`src/rtl/pilha_retorno_pkg.sv`:
```
// Shared processor constants and return-stack operation codes.
// Imported by the control unit, datapath and the return address stack.
package pilha_retorno_pkg;

  localparam int LARGURA_PADRAO      = 32;
  localparam int PROFUNDIDADE_PADRAO = 16;
  localparam logic [1:0] PC_SEL_PILHA = 2'b11;

  typedef enum logic [2:0] {
    OP_NADA,
    OP_PUSH,
    OP_POP,
    OP_TROCA,
    OP_ESTOURO,
    OP_VAZIO
  } op_t;

endpackage

```
`src/rtl/pilha_retorno_mem.sv`:
```
// Return stack storage: synchronous write, asynchronous read.
// Contents are deliberately left unreset.
module pilha_mem #(
  parameter int LARGURA      = 32,
  parameter int PROFUNDIDADE = 16,
  localparam int AW          = $clog2(PROFUNDIDADE)
) (
  input  logic               clk,
  input  logic               we,
  input  logic [AW-1:0]      waddr,
  input  logic [LARGURA-1:0] wdata,
  input  logic [AW-1:0]      raddr,
  output logic [LARGURA-1:0] rdata
);

  logic [LARGURA-1:0] mem [PROFUNDIDADE];

  always_ff @(posedge clk) begin
    if (we) mem[waddr] <= wdata;
  end

  assign rdata = mem[raddr];

endmodule

```
`src/rtl/pilha_retorno.sv`:
```
// Return address stack for jal/jst: registered top, sticky error flags.
// The stack pointer is the low bits of ocupacao, wrapping modulo depth.
module pilha_retorno
  import pilha_retorno_pkg::*;
#(
  parameter int LARGURA      = LARGURA_PADRAO,
  parameter int PROFUNDIDADE = PROFUNDIDADE_PADRAO
) (
  input  logic                              clk,
  input  logic                              reset,
  input  logic                              push,
  input  logic                              pop,
  input  logic [LARGURA-1:0]                end_entrada,
  output logic [LARGURA-1:0]                topo,
  output logic                              vazia,
  output logic                              cheia,
  output logic [$clog2(PROFUNDIDADE):0]     ocupacao,
  output logic                              estouro,
  output logic                              esvaziamento
);

  localparam int AW = $clog2(PROFUNDIDADE);
  localparam int OW = AW + 1;

  op_t                op;
  logic [AW-1:0]      ptr;
  logic [AW-1:0]      waddr;
  logic [AW-1:0]      raddr;
  logic               we;
  logic [LARGURA-1:0] rdata;

  assign vazia = (ocupacao == '0);
  assign cheia = (ocupacao == OW'(PROFUNDIDADE));

  always_comb begin
    op = OP_NADA;
    unique case (1'b1)
      (push && pop && !vazia):               op = OP_TROCA;
      (push && !cheia && !(pop && !vazia)):  op = OP_PUSH;
      (push && !pop && cheia):               op = OP_ESTOURO;
      (!push && pop && !vazia):              op = OP_POP;
      (!push && pop && vazia):               op = OP_VAZIO;
      default:                               op = OP_NADA;
    endcase
  end

  // ptr names the next free slot; the top lives at ptr-1, the one below at ptr-2
  assign ptr   = ocupacao[AW-1:0];
  assign raddr = ptr - AW'(2);
  assign waddr = (op == OP_TROCA) ? ptr - AW'(1) : ptr;
  assign we    = (op == OP_PUSH) || (op == OP_TROCA);

  pilha_mem #(
    .LARGURA      (LARGURA),
    .PROFUNDIDADE (PROFUNDIDADE)
  ) u_mem (
    .clk   (clk),
    .we    (we),
    .waddr (waddr),
    .wdata (end_entrada),
    .raddr (raddr),
    .rdata (rdata)
  );

  always_ff @(posedge clk or negedge reset) begin
    if (!reset) begin
      ocupacao     <= '0;
      topo         <= '0;
      estouro      <= 1'b0;
      esvaziamento <= 1'b0;
    end else begin
      unique case (op)
        OP_PUSH: begin
          ocupacao <= ocupacao + OW'(1);
          topo     <= end_entrada;
        end
        OP_TROCA: topo <= end_entrada;
        OP_POP: begin
          ocupacao <= ocupacao - OW'(1);
          topo     <= (ocupacao == OW'(1)) ? '0 : rdata;
        end
        OP_ESTOURO: estouro      <= 1'b1;
        OP_VAZIO:   esvaziamento <= 1'b1;
        default: ;
      endcase
    end
  end

endmodule

```
`config.mk`:
```
export PLATFORM = sky130hd
export DESIGN_NAME = pilha_retorno
export DESIGN_NICKNAME = d
export VERILOG_FILES = /design/src/rtl/pilha_retorno_pkg.sv /design/src/rtl/pilha_retorno_mem.sv /design/src/rtl/pilha_retorno.sv
export SDC_FILE = /design/constraint.sdc
export NUM_CORES = 1
export LEC_CHECK = 0
export ABC_AREA = 1
export CORE_ASPECT_RATIO = 0.8
export CORE_UTILIZATION = 55
export CTS_CLUSTER_SIZE = 20
export DETAILED_ROUTE_END_ITERATION = 8
export PLACE_DENSITY = 0.82
export SYNTH_ARGS = -nofsm -noshare
export SYNTH_HDL_FRONTEND = slang
export SYNTH_SLANG_ARGS = --single-unit
```
`constraint.sdc`:
```
create_clock -name clk -period 3.65 [get_ports clk]
set_clock_uncertainty 0.1 [all_clocks]
set_input_delay 0.73 -clock clk [delete_from_list [all_inputs] [get_ports clk]]
set_output_delay 0.73 -clock clk [all_outputs]
set_load 0.01 [all_outputs]
```
==> results of run 1 <==
==> final timing paths <==
check / endpoint / depth (start not counted) / slack, ns
max: topo[3] / 11 / 0.31
min: topo[3] / 1 / 0.07
max in group asynchronous: topo[15] / 2 / 2.73
max reg2reg: topo[3] / 11 / 0.31
min in group clk: estouro / 2 / 0.37
min reg2reg: estouro / 2 / 0.37
==> through the flow <==
step | TNS (ns) | area [um^2]
after floorplan | -42.03 | 24200
after global placement | 0 | 25700
after detailed placement | 0 | 25700
after CTS | 0 | 27300
after global routing | 0 | 27300
final | 0 | 27300
==> layout by cell type (no fill, tap or decap), types with 6 or more instances in the layout <==
cell | Yosys | layout
buf_12 | 0 | 8
nand2_1 | 792 | 792
clkbuf_16 | 0 | 53
dfrtp_1 | 39 | 37
clkinv_1 | 0 | 11
nor2_1 | 50 | 34
a21oi_2 | 24 | 24
xor2_1 | 6 | 6
clkdlybuf4s50_1 | 0 | 75
edfxtp_1 | 512 | 512
a21oi_1 | 9 | 9
clkbuf_1 | 39 | 18
buf_4 | 3 | 34
nand3_1 | 388 | 388
ha_1 | 7 | 6
nor2_4 | 1 | 17
inv_1 | 428 | 427
==> state kept, by name, summed over array words and instances, names as in the netlist <==
name and flops:
estouro 1, ocupacao 5, topo 32, u_mem.mem 512
esvaziamento 1
==> per-layer routing <==
layer | part of all wire [%] | vias up
met5 | 0.025 | -
met3 | 13 | 123
li1 | - | 7788
met1 | 39 | 8165
met4 | 2.2 | 2
met2 | 45 | 1066
==> synth_stat cells (7+ instances only) <==
cell type  instances
buf_1              7
dfrtp_1           39
nor2_1            50
a21oi_2           24
edfxtp_1         512
buf_2             65
inv_1            428
clkbuf_1          39
ha_1               7
a21oi_1            9
nand3_1          388
nand2_1          792
==> worst reg2reg max path: cells and delay by family, from the launching register on <==
kind                   cells  cell delay (ns)
AO/OA/AOI/OAI              1             0.13
buffers and inverters      3             1.59
AND/OR/NAND/NOR            7             0.96
flip-flops                 1             0.51
==> power groups by stage <==
stage	registers (W)	logic [W]	clock network [W]
2_1_floorplan	0.00840	0.00560	0
3_3_place_gp	0.00833	0.00859	0
3_5_place_dp	0.00837	0.00884	0
4_1_cts	0.00825	0.00893	0.00533
5_1_grt	0.00832	0.00988	0.00557
6_report	0.00825	0.00913	0.00527
==> layout make-up <==
class | instances | area (um^2) | area share, %
clock buffers | 75 | 1450 | 5.31
inverters | 432 | 1630 | 5.98
multi-input cells | 1299 | 5810 | 21.3
clock inverters | 18 | 179 | 0.655
repair buffers | 118 | 1170 | 4.29
flip-flops and latches | 551 | 16400 | 59.9
well taps | 560 | 701 | 2.57
diodes | 1 | 2.50 | 0.00917
==> logic make-up (layout without fill, tap and decap cells) <==
group,after synthesis,count (layout),synth area share (%)
adder cells (fa/ha/maj),7,7,0.362
XOR/XNOR,9,9,0.326
other,0,1,0
AO/OA/AOI/OAI,44,44,1.37
flip-flops,551,551,67.5
buffers and inverters,550,643,9.04
AND/OR/NAND/NOR,1239,1239,21.4
==> impl_metrics.json, run 1 <==
{
  "drive_gt1_share_pct": 6.66,
  "total_power_w": 0.0227,
  "gp_congestion": 0.943,
  "setup_slack_ns": 0.308,
  "hold_class": "primary input to async pin",
  "area_growth_syn_to_layout_pct": 12.7,
  "min_period_ns": 3.34,
  "synth_enable_flop_cells": 512,
  "finalCritPeriodShare_pct": 91.6,
  "power.switching_w": 0.00910,
  "slowest_delay_ns": 0.63,
  "max_freq_mhz": 299,
  "cp_max_fo": 60,
  "whs_ns": 0.0671,
  "remaining_drc_errors": 0,
  "cpLargestDelayFamily": "buffers and inverters",
  "top_usage_layer": "met2",
  "pre_cts_ws_ns": 0.344,
  "path_cells": "inv_6 > buf_4 > buf_4 > nand2_1 > nand2_1 > nand2_1 > nand3_1 > nand3_1 > nand2_1 > nand2_1 > a21oi_2",
  "synth_top_cell_area_share_pct": 63.5,
  "vias": 17100,
  "syn_nets": 2443,
  "worst-slew-pin-transition_ns": 1.05,
  "startpoint": "ocupacao[0]",
  "pwr-share-comb_pct": 40.3,
  "p_leak_nw": 11.8,
  "ir_drop_v": 0.000712,
  "ys_types": 31,
  "grt_overflow": 0,
  "grt_pass1_wl_um": 94700,
  "drt-initial-drc-count": 2833,
  "wl_per_cell_um": 20.0,
  "die-area_um2": 44900,
  "max_slew_margin_pct": 30.0,
  "finalSetupViolations": 0,
  "grt_antenna_before_repair": 1,
  "rsz0062_at_grt": "no",
  "syn_inst": 2400,
  "status": "finished, final reports clean",
  "dr.pass1.iters": 8,
  "fp-row-count": 68,
  "core_area_um2": 43300,
  "track_usage_pct": 27.7,
  "die_x_um": 237,
  "hpwl_um": 36400,
  "use_met2_pct": 41.8,
  "cts_buffers": 51,
  "final.fill_count": 3182,
  "clk_pin_slew_ns": 0.06,
  "criticalPathCategory": "register to register",
  "nets": 2496,
  "floorplan.initialDensity_pct": 55.9,
  "clock-root-buffer": "clkbuf_16",
  "die_h_um": 190,
  "rr_startpoint": "ocupacao[0]",
  "cp-start-kind": "register",
  "cts_setup_buffers": 0,
  "yosysSeqAreaShare_pct": 67.5,
  "synth_ff_type": "edfxtp_1",
  "dp.cells": 2960,
  "crit_path_frequent_cell": "nand2_1",
  "postCtsHoldBufs": 0,
  "fin_util_pct": 63.0,
  "clk_latency_ns": 0.58,
  "final_hold_viol_count": 0,
  "synth_seq_cells": 551,
  "slew_viol_final": 0,
  "drtAntennaViolNets": 0,
  "p_int_w": 0.0136,
  "p_clk_share_pct": 23.3,
  "crit_path_top_delay_cell": "buf_4",
  "p_seq_share_pct": 36.4,
  "p_sw_share_pct": 40.2,
  "yosysTopAreaCell": "edfxtp_1",
  "use_met3_pct": 6.33,
  "grt_max_degree": 174,
  "cts_tree": "yes",
  "grt_pass1_vias": 16800,
  "synthTopCellsByArea": "edfxtp_1, nand2_1, nand3_1, inv_1, dfrtp_1",
  "cts.repair.resized": 0,
  "arrival_ns": 3.76,
  "crit_buf_inv": 3,
  "drt_wl_total_um": 61100,
  "vias_per_cell": 5.61,
  "endpoint_kind": "register",
  "syn-mean-instance-area_um2": 10.1,
  "powerDensity_nw_per_um2": 830,
  "synth_async_sr_flop_share_pct": 7.08,
  "syn_area_um2": 24200,
  "io_buffers": 76,
  "ctsHtreeMaxLevel": 2,
  "clockBufferDepth": 3,
  "required_ns": 4.07,
  "yosysWarnings": 0,
  "met1_usage_pct": 40.3,
  "instances_no_fill": 3054,
  "ios": 77,
  "drv_cap": 0,
  "clock-sinks": 551
}
Note: power is estimated with default switching activity, not from simulation.
==> run 2, diff against run 1 <==
--- a/config.mk
+++ b/config.mk
@@ -6,11 +6,12 @@
 export NUM_CORES = 1
 export LEC_CHECK = 0
 export ABC_AREA = 1
+export CAP_MARGIN = 40
 export CORE_ASPECT_RATIO = 0.8
-export CORE_UTILIZATION = 55
+export CORE_UTILIZATION = 39
 export CTS_CLUSTER_SIZE = 20
 export DETAILED_ROUTE_END_ITERATION = 8
-export PLACE_DENSITY = 0.82
+export PLACE_DENSITY = 0.64
 export SYNTH_ARGS = -nofsm -noshare
 export SYNTH_HDL_FRONTEND = slang
 export SYNTH_SLANG_ARGS = --single-unit
==> run 2 against run 1 <==
Global-route usage fell by 8.5 points. Count of clock-buffer cells in the layout shrank 14. Core utilization shrank 17 points. Hold slack better by 0.31 ns.
==> impl_metrics.json, run 2 (synthesis gave the netlist of run 1 again) <==
{
  "status": "finished, final reports clean",
  "wl_met2_um": 26000,
  "cp_max_fo": 132,
  "finalCritPeriodShare_pct": 84.0,
  "final_hold_viol_count": 0,
  "hold_class": "register to register",
  "required_ns": 2.82,
  "cts_setup_buffers": 0,
  "gp_congestion": 0.838,
  "powerDensity_nw_per_um2": 822,
  "drt_wl_total_um": 59800,
  "fp-row-count": 81,
  "slew_viol_final": 0,
  "mostFrequentLayoutCell": "nand2_1",
  "ctsHtreeMaxLevel": 2,
  "final_cell_mix": "nand2_1, edfxtp_1, inv_1",
  "drive_gt1_share_pct": 7.69,
  "instances_no_fill": 3343,
  "path_cells": "buf_12 > clkdlybuf4s50_1",
  "clock-root-buffer": "clkbuf_16",
  "cp-start-kind": "register",
  "fin_util_pct": 45.6,
  "grt_overflow": 0,
  "rsz0062_at_grt": "no",
  "slowest_delay_ns": 0.66,
  "drtAntennaViolNets": 0,
  "grt_pass1_wl_um": 91900,
  "arrival_ns": 2.23,
  "setup_tns_ns": 0,
  "regMostFlops": "u_mem.mem",
  "floorplan.initialDensity_pct": 39.6,
  "grt_max_degree": 190,
  "max_slew_margin_pct": 31.1,
  "cts_tree": "yes",
  "regToRegSetupSlack_ns": 0.59,
  "finalSetupViolations": 0,
  "largest_register_ffs": 512,
  "die_h_um": 225,
  "wl_met1_um": 26900,
  "grt_antenna_before_repair": 1,
  "clk_latency_ns": 0.62,
  "min_period_ns": 3.06,
  "clk_pin_slew_ns": 0.06,
  "io_buffers": 76,
  "worst-slew-pin-transition_ns": 1.03,
  "final.fill_count": 5563,
  "grt_pass1_vias": 15500,
  "criticalPathCategory": "register to primary output",
  "total_power_w": 0.0229,
  "ios": 77,
  "nets": 2511,
  "vias": 16400,
  "drv_cap": 0,
  "cts_buffers": 54,
  "crit_path_top_delay_cell": "clkdlybuf4s50_1",
  "p_leak_nw": 11.9,
  "area_growth_syn_to_layout_pct": 15.3,
  "clock-sinks": 551,
  "whs_ns": 0.380,
  "die-area_um2": 63100,
  "remaining_drc_errors": 0,
  "ir_drop_v": 0.00111,
  "die_x_um": 281,
  "max_freq_mhz": 326,
  "endpoint_kind": "primary output",
  "drt-initial-drc-count": 1719,
  "clockBufferDepth": 3,
  "core_area_um2": 61200,
  "track_usage_pct": 19.2,
  "hpwl_um": 35700,
  "route.met3.wl_um": 6000,
  "wl_per_cell_um": 17.9,
  "dr.max_layer_used": "met4",
  "vias_per_cell": 4.90,
  "dp.cells": 3240,
  "reg.largest.list": "u_mem.mem x512, topo x32, ocupacao x5",
  "dr.pass1.iters": 6
}
==> run 2: cell types whose count changed in the layout (fill, tap and decap cells not counted), moves of 2 or more <==
cell,previous run,this run
clkbuf_1,18,7
clkbuf_8,4,0
bufinv_16,4,6
inv_16,0,2
clkinv_4,0,2
buf_8,0,3
clkinv_2,2,11
clkinvlp_4,1,4
buf_4,34,41
==> run 2: cell type report <==
| cell class | count | area [um^2] | area share (%) |
|---|---|---|---|
| Antenna cell | 2 | 5.00 | 0.0179 |
| Clock buffer | 61 | 1380 | 4.94 |
| Clock inverter | 38 | 384 | 1.38 |
| Inverter | 432 | 1630 | 5.85 |
| Multi-Input combinational cell | 1299 | 5810 | 20.8 |
| Sequential cell | 551 | 16400 | 58.6 |
| Tap cell | 830 | 1040 | 3.72 |
| Timing Repair Buffer | 130 | 1310 | 4.68 |
==> run 2: path summary, 6_finish.rpt <==
kind                             start                 to  depth (start not counted)
hold reg to reg                estouro            estouro                          2
setup reg to reg           ocupacao[0]  u_mem.mem[14][22]                         11
max in group asynchronous        reset           topo[30]                          3
setup / recovery           ocupacao[1]        ocupacao[1]                          2
hold / removal                 estouro            estouro                          2
min in group asynchronous        reset            topo[1]                          2
==> run 2: critical path, delay by kind of cell, from the launching register on <==
kind	cells	cell delay, ns
DFF	1	0.44
buffers and inverters	2	1.11
==> run 2: report_power, final <==
part           internal, W  switching (W)  total (W)
clock              0.00315        0.00242    0.00557
sequential         0.00793       0.000309    0.00824
combinational      0.00271        0.00641    0.00913
==> run 2: timing repair <==
action | 4_1_cts | 5_1_grt
resized for setup | 0 | 0
hold buffers | 1 | 0
endpoints found under the hold margin | 13 | 0
==> run 2: through the flow <==
stage               area [um^2]  setup WS (ns)
finish                    27900          0.585
detailed placement        26100          0.294
CTS                       27900          0.494
floorplan                 24200         -0.113
global route              27900          0.484
global placement          26000          0.325
==> run 2: metal layers <==
metal  GRT usage, %  vias to the layer above
li1               -                     7825
met1           28.4                     7832
met2           28.5                      642
met3           4.55                       69
met4           4.05                        0
met5              0                        -
